<file path="config.mk">
export PLATFORM = sky130hd
export DESIGN_NAME = multiplicador_sequencial_8bits
export DESIGN_NICKNAME = d
export VERILOG_FILES = /design/src/rtl/multiplicador_sequencial_8bits.sv
export SDC_FILE = /design/constraint.sdc
export NUM_CORES = 1
export LEC_CHECK = 0
export ABC_AREA = 1
export BUFFER_PORTS_ARGS = -buffer_cell sky130_fd_sc_hd__buf_2
export CORE_MARGIN = 5
export CORE_UTILIZATION = 30
export DETAILED_ROUTE_END_ITERATION = 8
export GPL_TIMING_DRIVEN = 0
export PLACE_DENSITY = 0.58
export SLEW_MARGIN = 10
export SYNTH_ARGS = -nofsm -noshare
export SYNTH_HDL_FRONTEND = slang
export SYNTH_SLANG_ARGS = --single-unit
</file>
<file path="constraint.sdc">
create_clock -name clk -period 4.5 [get_ports clk]
set_input_delay 0.225 -clock clk [delete_from_list [all_inputs] [get_ports clk]]
set_output_delay 0.225 -clock clk [all_outputs]
set_load 0.01 [all_outputs]
</file>
<file path="src/rtl/multiplicador_sequencial_8bits.sv">
// Unsigned shift-and-add multiplier: LARGURA x LARGURA -> 2*LARGURA bits in a fixed
// LARGURA cycles, with a start/ready handshake towards the control unit.
module multiplicador_sequencial_8bits #(
    parameter int LARGURA = 8
) (
    input  logic                   clk,
    input  logic                   rst_n,
    input  logic                   inicio,
    input  logic [LARGURA-1:0]     A,
    input  logic [LARGURA-1:0]     B,
    output logic [2*LARGURA-1:0]   produto,
    output logic                   ocupado,
    output logic                   pronto,
    output logic                   estouro
);

    localparam int CW = (LARGURA > 1) ? $clog2(LARGURA) : 1;
    localparam logic [CW-1:0] CNT_ULTIMO = CW'(LARGURA - 1);

    typedef enum logic [1:0] {
        OCIOSO  = 2'd0,
        CALCULA = 2'd1,
        PRONTO  = 2'd2
    } estado_t;

    estado_t                 estado_q;
    logic [LARGURA-1:0]      mcand_q;
    logic [LARGURA-1:0]      acc_q;
    logic [LARGURA-1:0]      mplr_q;
    logic [CW-1:0]           cnt_q;
    logic [2*LARGURA-1:0]    produto_q;
    logic                    ocupado_q;
    logic                    pronto_q;
    logic                    estouro_q;

    // soma[LARGURA] is the carry that gets shifted back into the accumulator MSB.
    logic [LARGURA:0]        soma;
    logic [LARGURA-1:0]      acc_d;
    logic [LARGURA-1:0]      mplr_d;
    logic [2*LARGURA-1:0]    produto_d;

    always_comb begin
        soma      = {1'b0, acc_q} + (mplr_q[0] ? {1'b0, mcand_q} : {(LARGURA+1){1'b0}});
        acc_d     = soma[LARGURA:1];
        mplr_d    = {soma[0], mplr_q[LARGURA-1:1]};
        produto_d = {acc_d, mplr_d};
    end

    always_ff @(posedge clk or negedge rst_n) begin
        if (!rst_n) begin
            estado_q  <= OCIOSO;
            mcand_q   <= '0;
            acc_q     <= '0;
            mplr_q    <= '0;
            cnt_q     <= '0;
            produto_q <= '0;
            ocupado_q <= 1'b0;
            pronto_q  <= 1'b0;
            estouro_q <= 1'b0;
        end else begin
            case (estado_q)
                OCIOSO, PRONTO: begin
                    pronto_q <= 1'b0;
                    if (inicio) begin
                        mcand_q   <= A;
                        mplr_q    <= B;
                        acc_q     <= '0;
                        cnt_q     <= '0;
                        ocupado_q <= 1'b1;
                        estado_q  <= CALCULA;
                    end else begin
                        estado_q  <= OCIOSO;
                    end
                end
                CALCULA: begin
                    // inicio is deliberately not looked at here: no restart mid-run.
                    acc_q  <= acc_d;
                    mplr_q <= mplr_d;
                    cnt_q  <= cnt_q + CW'(1);
                    if (cnt_q == CNT_ULTIMO) begin
                        produto_q <= produto_d;
                        estouro_q <= |produto_d[2*LARGURA-1:LARGURA];
                        ocupado_q <= 1'b0;
                        pronto_q  <= 1'b1;
                        estado_q  <= PRONTO;
                    end
                end
                default: begin
                    ocupado_q <= 1'b0;
                    pronto_q  <= 1'b0;
                    estado_q  <= OCIOSO;
                end
            endcase
        end
    end

    assign produto = produto_q;
    assign ocupado = ocupado_q;
    assign pronto  = pronto_q;
    assign estouro = estouro_q;

endmodule
</file>
Word-level counts from Yosys, hierarchy flattened
Cells that the tools add are included.
{"block": "classes", "addsub": 2, "eq_ne": 5, "n_mux": 15, "reduce_logical": 8}
{"operator": "case mux 8 bit (2 select lines)", "count": 2}
{"operator": "2-to-1 mux 8 bit", "count": 3}
{"operator": "adder 8 x 8 -> 9 bit", "count": 1}
{"operator": "AND reduction 2 bit", "count": 4}
{"operator": "OR reduction 8 bit", "count": 1}
{"operator": "case mux 3 bit (2 select lines)", "count": 1}
{"operator": "2-to-1 mux 1 bit", "count": 5}
{"operator": "inequality test 2 bit, second input constant", "count": 2}
{"operator": "case mux 2 bit (2 select lines)", "count": 1}
{"operator": "adder 3 x 1 -> 3 bit, second input constant", "count": 1}
{"operator": "== test 3 bit, second input constant", "count": 1}
{"operator": "2-to-1 mux 3 bit", "count": 1}
{"operator": "== test 2 x 1 -> 1 bit, second input constant", "count": 1}
{"operator": "== test 2 bit, second input constant", "count": 1}
{"operator": "zero test 2 bit", "count": 1}
{"operator": "2-to-1 mux 2 bit", "count": 1}
{"operator": "case mux 1 bit (2 select lines)", "count": 1}
{"operator": "nonzero test 2 bit", "count": 1}
{"operator": "OR reduction 2 bit", "count": 1}
{"block": "totals", "ff_bits": 48, "inputBits": 19}

Longest topological paths before layout
Gate-level depths: netlist of the first run.
{"block": "depth", "depth_word": 4, "ltp_mapped": 15}

Worst setup path after synthesis of the first run
OpenSTA, ideal clock, no wires.
{"block": "synth_path", "path_type": "reg2reg", "startpoint": "register mplr_q[0]", "endpoint": "register estouro_q (netlist: estouro)", "setup_time_ps": 115, "t_arrival_ps": 1789, "required_time_ps": 4385, "setup_slack_ps": 2595, "stages_incl_launch_ff": 16, "n_path_buf": 1, "period_less_slack_ps": 1905, "cell_sequence": "dfrtp_1 clkbuf_1 nand2_1 inv_1 ha_1 fa_1 inv_1 nand2_1 nand2_1 nand2_2 nor2_2 nand2_1 nor2_1 nand3_1 nor2_1 nor2_1"}
{"block": "synth_between", "elab_chain_cells": 3}
{"element": "start: declaration", "line_no": "29", "rtl": "logic [LARGURA-1:0] mplr_q;"}
{"element": "start signal: assignment", "line_no": "78", "rtl": "mplr_q <= mplr_d;"}
{"element": "2-to-1 mux 8 bit", "line_no": "43", "rtl": "soma = {1'b0, acc_q} + (mplr_q[0] ? {1'b0, mcand_q} : {(LARGURA+1){1'b0}});"}
{"element": "adder 8 x 8 -> 9 bit", "line_no": "43"}
{"element": "OR reduction 8 bit", "line_no": "82", "rtl": "estouro_q <= |produto_d[2*LARGURA-1:LARGURA];"}
{"element": "end signal: assignment", "line_no": "82"}
{"element": "end: declaration", "line_no": "34", "rtl": "logic estouro_q;"}
No other way between the ends.
A chain may end at the register's enable or synchronous reset.

Worst setup path in the final report of the first run
Ends and elaborated chain as after synthesis.

==> results of run 1 <==
==> worst paths after layout <==
check / endpoint / slack, ps / cells after the start
setup / recovery: estouro / 2300 / 13
hold / removal: mcand_q[6] / 160 / 2
setup reg to reg: estouro / 2300 / 13
hold reg to reg: ocupado / 470 / 2
max in group asynchronous: produto[15] / 3520 / 3
min in group asynchronous: mplr_q[1] / 470 / 2
==> layout make-up <==
type	instances	area (µm²)
buffer	8	72.6
clock buffer	6	72.6
clock inverter	1	30.0
fill	806	4870
inverter	35	134
multi-input combinational	167	946
sequential	47	1180
tap	102	128
timing repair buffer	39	223
==> stage by stage <==
step | setup WS [ps] | util (%)
floorplan | 2600 | -
global placement | 2280 | 34.5
detailed placement | 2280 | 34.5
CTS | 2270 | 35.9
global route | 2100 | 36.4
finish | 2300 | 36.4
==> what timing repair did <==
action	in CTS	in global routing
setup buffers	0	0
hold buffers	0	1
endpoints found under the hold margin	0	23
gates resized for setup	0	0
==> critical path: stages (launching register included) <==
cell and delay (ps):
dfrtp_1 360, clkbuf_1 220, nand2_1 110, inv_1 40, ha_1 200, fa_1 410
nand3_1 140, nand3_1 90, nand2_1 140, nand2_1 70, nor2_1 110, nand3_1 80
nor2_1 90, nor2_1 50
==> power by group through the flow <==
| stage | logic (µW) | registers [µW] | clock network [µW] |
|---|---|---|---|
| 3_5_place_dp | 1090 | 738 | 0 |
| 2_1_floorplan | 758 | 758 | 0 |
| 5_1_grt | 1230 | 752 | 323 |
| 6_report | 1080 | 728 | 295 |
| 4_1_cts | 1090 | 731 | 306 |
| 3_3_place_gp | 1070 | 731 | 0 |
==> cells by family after synthesis <==
family	Yosys count
simple gates	107
flops	47
buf+inv	43
compound gates	41
fa+ha+maj	11
mux	8
==> layer usage <==
metal / vias to the layer above / share of wire [%]
met5: - / 0
li1: 920 / -
met3: 4 / 4.2
met1: 814 / 52
met2: 30 / 43
met4: 0 / 1.2
==> layout by cell type (no fill, tap or decap), types with 3 or more instances in the layout <==
cell type,Yosys,layout
clkbuf_1,2,3
dfrtp_1,47,47
nor2_1,12,12
mux2_2,8,8
nand3_1,11,11
a21oi_1,7,7
inv_1,32,32
buf_2,1,38
clkbuf_8,0,5
buf_6,4,4
a221oi_1,6,6
nor3_1,6,6
ha_1,10,10
o21ai_1,10,10
nand2_1,69,69
o21ai_0,14,14
==> state kept, by name (all words and copies together), names as in the netlist <==
| register | cells |
|---|---|
| mcand_q | 8 |
| estado_q | 1 |
| pronto | 1 |
| produto | 16 |
| mplr_q | 8 |
| estouro | 1 |
| ocupado | 1 |
| cnt_q | 3 |
| acc_q | 8 |
==> results.yml, run 1 <==
routing:
  drtIter0Drc: 59
  first_pass_iters: 4
  routed-via-count: 1768
  post_drt_wl_per_cell_um: 12.2
  drc: 0
  ant_nets: 0
  viasPerCell: 4.37
  routed_wirelength_um: 4930
logic_synthesis:
  synth_common_cells: "nand2_1, dfrtp_1, inv_1, o21ai_0, nor2_1"
  synth_top_family_by_area: "simple AND/OR/NAND/NOR gates"
  yosys.area_share.simple_pct: 20.3
  yosys.area.top_type: "dfrtp_1"
  muxShareOfSynthArea_pct: 3.87
  syn_area_um2: 2330
  synth-warning-count: 0
  synth_cells: 257
  synth_fa_ha_area_share_pct: 6.23
  syn_avg_cell_area_um2: 9.06
  synth_top_area_share_pct: 50.5
  synthFlopType: "dfrtp_1"
  ys_top_cells_by_area: "dfrtp_1, nand2_1, ha_1"
  synth-compound-area-share_pct: 10.3
  synth_edf_count: 0
  synth_nets: 287
  synth-seq-area-share_pct: 50.5
  synth-seq-cells: 47
  synth_xor_area_share_pct: 0
  synth.most_common_cell: "nand2_1"
  synthArstFlopShare_pct: 100
  synth_cell_type_count: 28
place:
  portBuffers: 37
  place.gp.congestion: 0.826
  placed_area_um2: 2640
  place_hpwl_um: 3720
  dp.cells: 396
final_layout:
  instances_no_fill: 405
  layout-drive-gt1-share_pct: 22.4
  antenna_cells: 0
  design_area_um2: 2780
  syn2layout_area_growth_pct: 19.5
  nets: 333
worst_setup_path:
  required_ps: 4690
  path_max_fanout: 9
  reg2reg_from: "mplr_q[0]"
  startpoint: "mplr_q[0]"
  critPathKind: "register to register"
  endpoint_kind: "register"
  cp-start-kind: "register"
  worstPathArrival_ps: 2390
power_and_ir_drop:
  p_total_uw: 2100
  power.leakage_uw: 0.00147
  p_sw_uw: 884
  switching_share_pct: 42.0
  ir_worst_vdd_v: 0.000200
  p_int_uw: 1220
  p_seq_share_pct: 34.6
  clockPowerShare_pct: 14.0
  comb_power_share_pct: 51.3
  power.density_nw_per_um2: 756
floorplanning:
  start_util_pct: 30.4
  die-area_um2: 9620
  ios: 38
  fp.dieW_um: 98.1
  coreArea_um2: 7650
  chipHeight_um: 98.1
  num_rows: 32
clock_network:
  cts_max_level: 2
  cts_buffers: 5
  clockRootBuffer: "clkbuf_8"
  cts_tree: "built"
  clkLatencyLatePin_ps: 290
  clock_path_buffers: 2
  cts_sinks: 47
  clkTransAtPathRegs_ps: 80
global_routing:
  top_usage_layer: "met2"
  use_met1_pct: 15.2
  grt_util_met2_pct: 15.8
  grt_pass1_vias: 1744
  grt_overflow: 0
  antenna_found_initial: 0
  grt_use_total_pct: 10.6
  grt_pass1_wl_um: 8320
  grt_max_degree: 48
  met3_usage_pct: 2.43
timing:
  final.period_utilization_pct: 48.8
  finalSetupViolCount: 0
  hold_ws_ps: 158
  tns_ps: 0
  report.final.hold_viol_count: 0
  tightest_slew_ps: 591
  final_max_slew_viol_count: 0
  relSlewSlack_pct: 60.6
  max_freq_ghz: 0.455
  finClkSkew_ps: 4.47
  finalWorstPathRequiredPeriod_ps: 2200
  rsz0062_at_grt: "false"
outcome:
  status: "completed"
hold_path:
  hold_start: "A[6]"
  hp-class: "input port to register"
run:
  cap_violations: 0
No activity file was read; power rests on OpenSTA's default activity.
==> inputs of run 2 (changes only) <==
==> constraint.sdc (replaced) <==
create_clock -name clk -period 2.25 [get_ports clk]
set_input_delay 0.1125 -clock clk [delete_from_list [all_inputs] [get_ports clk]]
set_output_delay 0.1125 -clock clk [all_outputs]
set_load 0.01 [all_outputs]
==> results.yml, run 2 (synthesis gave the netlist of run 1 again) <==
outcome:
  status: "completed"
hold_path:
  hp-class: "input port to register"
  min_to: "mcand_q[6]"
  hold_path_depth: 2
  hold_start: "A[6]"
final_layout:
  nets: 332
  fill_cells: 807
  final_common_cell: "nand2_1"
  instances_no_fill: 404
  layout-drive-gt1-share_pct: 22.8
  largest_reg_flops: 16
  design_area_um2: 2780
  syn2layout_area_growth_pct: 19.3
  layout_common_cells: "nand2_1, dfrtp_1, buf_2"
  antenna_cells: 0
  final_core_util_pct: 36.3
timing:
  relSlewSlack_pct: 60.6
  finalWorstPathRequiredPeriod_ps: 2070
  max_freq_ghz: 0.483
  tns_ps: 0
  rsz0062_at_grt: "false"
  final_max_slew_viol_count: 0
  report.final.hold_viol_count: 0
  finalSetupViolCount: 0
  tightest_slew_ps: 591
  final.period_utilization_pct: 91.9
  finClkSkew_ps: 4.29
place:
  portBuffers: 37
  dp.cells: 396
  place.gp.congestion: 0.826
  placed_area_um2: 2640
  place_hpwl_um: 3720
worst_setup_path:
  path_cells: "nand2_1 > inv_1 > ha_1 > fa_1 > nand3_1 > nand3_1 > nand2_1 > nand2_1 > nor2_1 > nand3_1 > nor2_1 > nor2_1"
  critPathKind: "register to register"
  path_max_fanout: 9
  endpoint_kind: "register"
  worstPathArrival_ps: 2260
  cp.buffers_inverters: 1
  r2r_slack_ps: 180
  reg2reg_from: "mplr_q[0]"
  cp-start-kind: "register"
  r2r_end: "estouro"
  worst_r2r_path_depth: 12
  critPathTopFamily: "simple AND/OR/NAND/NOR gates"
  slowest_delay_ps: 480
  worst_path_max_delay_cell: "dfrtp_2"
  required_ps: 2440
global_routing:
  grt_max_degree: 48
  top_usage_layer: "met2"
  grt_use_total_pct: 10.6
  grt_overflow: 0
  grt_pass1_vias: 1744
  antenna_found_initial: 0
  use_met1_pct: 15.2
  grt_util_met2_pct: 15.8
  met3_usage_pct: 2.43
  grt_pass1_wl_um: 8320
routing:
  drc: 0
  viasPerCell: 4.39
  post_drt_wl_per_cell_um: 12.2
  routed_wirelength_um: 4910
  routed-via-count: 1772
  first_pass_iters: 4
  drtIter0Drc: 47
  ant_nets: 0
run:
  cap_violations: 0
power_and_ir_drop:
  power.density_nw_per_um2: 1510
  ir_worst_vdd_v: 0.000400
  power.leakage_uw: 0.00147
  p_total_uw: 4200
floorplanning:
  chipHeight_um: 98.1
  ios: 38
  fp.dieW_um: 98.1
  coreArea_um2: 7650
  num_rows: 32
  start_util_pct: 30.4
  die-area_um2: 9620
clock_network:
  cts_sinks: 47
  cts_buffers: 5
  cts_max_level: 2
  clockRootBuffer: "clkbuf_8"
  postCtsSetupRepairBufs: 0
  clkTransAtPathRegs_ps: 80
  clkLatencyLatePin_ps: 290
  clock_path_buffers: 2
  cts_tree: "built"
[run 2: cell count changes in the layout (fill, tap and decap cells not counted)]
cell and delta:
dfrtp_2 +1, dfrtp_1 -1, clkbuf_1 -1
[run 2: stage by stage]
stage	setup WS [ps]	hold WS [ps]
after floorplan	345	-183
after detailed placement	33.4	348
after global placement	30.3	346
final	181	46.4
after CTS	19.3	31.7
after global routing	7.66	36.6
[run 2: layout make-up]
type                       count  area, µm²  area share (%)
buffer                         7       68.8            2.48
clock buffer                   6       72.6            2.61
clock inverter                 1       30.0            1.08
inverter                      35        134            4.82
multi-input combinational    167        946            34.0
sequential                    47       1180            42.4
tap                          102        128            4.59
timing repair buffer          39        223            8.01
[run 2: worst max-delay path by stage]
| stage | depth (start not counted) | startpoint | end | slack (ps) |
|---|---|---|---|---|
| finish | 12 | mplr_q[0] | estouro | 180 |
| global placement | 13 | mplr_q[0] | estouro | 30 |
| floorplan | 15 | mplr_q[0] | estouro | 350 |
| CTS | 13 | mplr_q[0] | estouro | 20 |
| detailed placement | 13 | mplr_q[0] | estouro | 30 |
| global route | 14 | mplr_q[0] | estouro | 8 |
[run 2: repair_timing]
item	4_1_cts	5_1_grt
setup endpoints to repair	0	2
hold endpoints to repair	0	23
gates resized for setup	0	1
hold buffers	0	1
[run 2: metal layers]
metal  part of all wire (%)  up-vias
met5                      0        -
met1                     51      821
met3                    4.0        4
met2                     43       29
li1                       -      918
met4                    1.2        0
[run 2: where the power goes]
group	internal (µW)	switching [µW]	leakage (µW)	total, µW
Combinational	853	1280	0.000860	2130
Clock	326	264	0.0000513	590
Sequential	1260	223	0.000562	1480
==> inputs of run 3 (changes only) <==
--- a/config.mk
+++ b/config.mk
@@ -6,12 +6,12 @@
 export NUM_CORES = 1
 export LEC_CHECK = 0
 export ABC_AREA = 1
-export BUFFER_PORTS_ARGS = -buffer_cell sky130_fd_sc_hd__buf_2
 export CORE_MARGIN = 5
 export CORE_UTILIZATION = 30
 export DETAILED_ROUTE_END_ITERATION = 8
+export DONT_BUFFER_PORTS = 1
 export GPL_TIMING_DRIVEN = 0
-export PLACE_DENSITY = 0.58
+export PLACE_DENSITY = 0.54
 export SLEW_MARGIN = 10
 export SYNTH_ARGS = -nofsm -noshare
 export SYNTH_HDL_FRONTEND = slang
==> constraint.sdc (replaced) <==
create_clock -name clk -period 2 [get_ports clk]
set_input_delay 0.1 -clock clk [delete_from_list [all_inputs] [get_ports clk]]
set_output_delay 0.1 -clock clk [all_outputs]
set_load 0.01 [all_outputs]
==> results.yml, run 3 (synthesis gave the netlist of run 1 again) <==
floorplanning:
  ios: 38
  chipHeight_um: 98.1
  die-area_um2: 9620
  num_rows: 32
  start_util_pct: 30.4
  coreArea_um2: 7650
  fp.dieW_um: 98.1
timing:
  finalWorstPathRequiredPeriod_ps: 1930
  finClkSkew_ps: 7.67
  hold_ws_ps: 33.0
  finalSetupViolCount: 0
  report.final.hold_viol_count: 0
  rsz0062_at_grt: "true"
  final.period_utilization_pct: 96.3
  final_max_slew_viol_count: 0
  tightest_slew_ps: 475
  max_freq_ghz: 0.519
  relSlewSlack_pct: 68.4
global_routing:
  antenna_found_initial: 0
  grt_pass1_vias: 1732
  grt_max_degree: 48
  grt_pass1_wl_um: 8740
  grt_use_total_pct: 11.4
  grt_overflow: 0
place:
  dp.cells: 359
  place_hpwl_um: 3820
  portBuffers: 0
  placed_area_um2: 2460
  place.gp.congestion: 0.832
clock_network:
  cts_buffers: 5
  cts_tree: "built"
  cts_sinks: 47
  clockRootBuffer: "clkbuf_8"
  clock_path_buffers: 2
  clkTransAtPathRegs_ps: 90
  clkLatencyLatePin_ps: 300
  cts_max_level: 2
power_and_ir_drop:
  comb_power_share_pct: 48.7
  p_sw_uw: 2090
  power.leakage_uw: 0.00136
  power.density_nw_per_um2: 1760
  p_seq_share_pct: 37.2
  switching_share_pct: 43.2
  clockPowerShare_pct: 14.1
  p_total_uw: 4840
  p_int_uw: 2750
  ir_worst_vdd_v: 0.000670
final_layout:
  syn2layout_area_growth_pct: 18.3
  final_common_cell: "nand2_1"
  largest_reg_flops: 16
  design_area_um2: 2760
  instances_no_fill: 377
  layout-drive-gt1-share_pct: 16.0
  final_core_util_pct: 36.0
  layout_common_cells: "nand2_1, dfrtp_1, inv_1"
  nets: 305
  antenna_cells: 0
run:
  cap_violations: 0
worst_setup_path:
  worst_r2r_path_depth: 12
  r2r_slack_ps: 70
  endpoint_kind: "register"
  cp-start-kind: "register"
  required_ps: 2190
  worstPathArrival_ps: 2120
  critPathKind: "register to register"
  path_max_fanout: 3
routing:
  wl_met3_um: 234
  wl_met1_um: 2650
  routed-via-count: 1716
  viasPerCell: 4.55
  top_layer_used: "met4"
  ant_nets: 0
  post_drt_wl_per_cell_um: 14.0
  first_pass_iters: 4
  routed_wirelength_um: 5270
  drc: 0
  dr_wl_met2_um: 2340
  drtIter0Drc: 90
hold_path:
  hold_path_depth: 2
  hp-class: "input port to register"
outcome:
  status: "completed"
run 3: worst paths after layout:
| check | from | endpoint |
|---|---|---|
| setup / recovery | mplr_q[0] | estouro |
| hold / removal | B[0] | mplr_q[0] |
| setup reg to reg | mplr_q[0] | estouro |
| hold reg to reg | cnt_q[0] | cnt_q[0] |
| max in group asynchronous | rst_n | mplr_q[0] |
| min in group asynchronous | rst_n | mplr_q[3] |
run 3: timing repair:
item | 4_1_cts | 5_1_grt
hold buffers | 11 | 0
endpoints found under the hold margin | 56 | 0
pin swaps | 1 | 3
gates resized for setup | 4 | 8
setup endpoints to repair | 7 | 4
setup buffers | 1 | 0
run 3: worst max-delay path: stages (launching register included):
cell	delay (ps)
dfrtp_2	450
nand2_1	70
inv_1	40
ha_2	180
fa_2	370
nand3_1	130
nand3_1	100
nand2_2	110
nand2_1	60
nor2_1	100
nand3_1	80
nor2_1	90
nor2_1	50
run 3: power by group through the flow:
stage | Combinational, µW | Clock (µW) | Sequential (µW)
6_report | 2360 | 681 | 1800
5_1_grt | 2690 | 747 | 1870
4_1_cts | 2260 | 703 | 1800
3_5_place_dp | 2170 | 0 | 1810
3_3_place_gp | 2130 | 0 | 1790
2_1_floorplan | 1710 | 0 | 1700
run 3: routing by layer:
| metal | up-vias | GRT usage (%) |
|---|---|---|
| met1 | 814 | 15.9 |
| met2 | 29 | 17.1 |
| li1 | 868 | - |
| met5 | - | 0 |
| met4 | 0 | 2.88 |
| met3 | 5 | 3.79 |
run 3: area by class of cell:
cell class,count,area [µm²]
buffer,7,68.8
clock buffer,6,72.6
clock inverter,1,30.0
fill,792,4890
inverter,35,134
multi-input combinational,167,997
sequential,47,1180
tap,102,128
timing repair buffer,12,148
run 3: stage by stage:
| step | setup WS, ps | TNS [ps] |
|---|---|---|
| after global routing | -90.6 | -90.6 |
| after CTS | 45.2 | 0 |
| final | 74.4 | 0 |
| after global placement | -202 | -274 |
| after detailed placement | -211 | -388 |
| after floorplan | 95.0 | 0 |
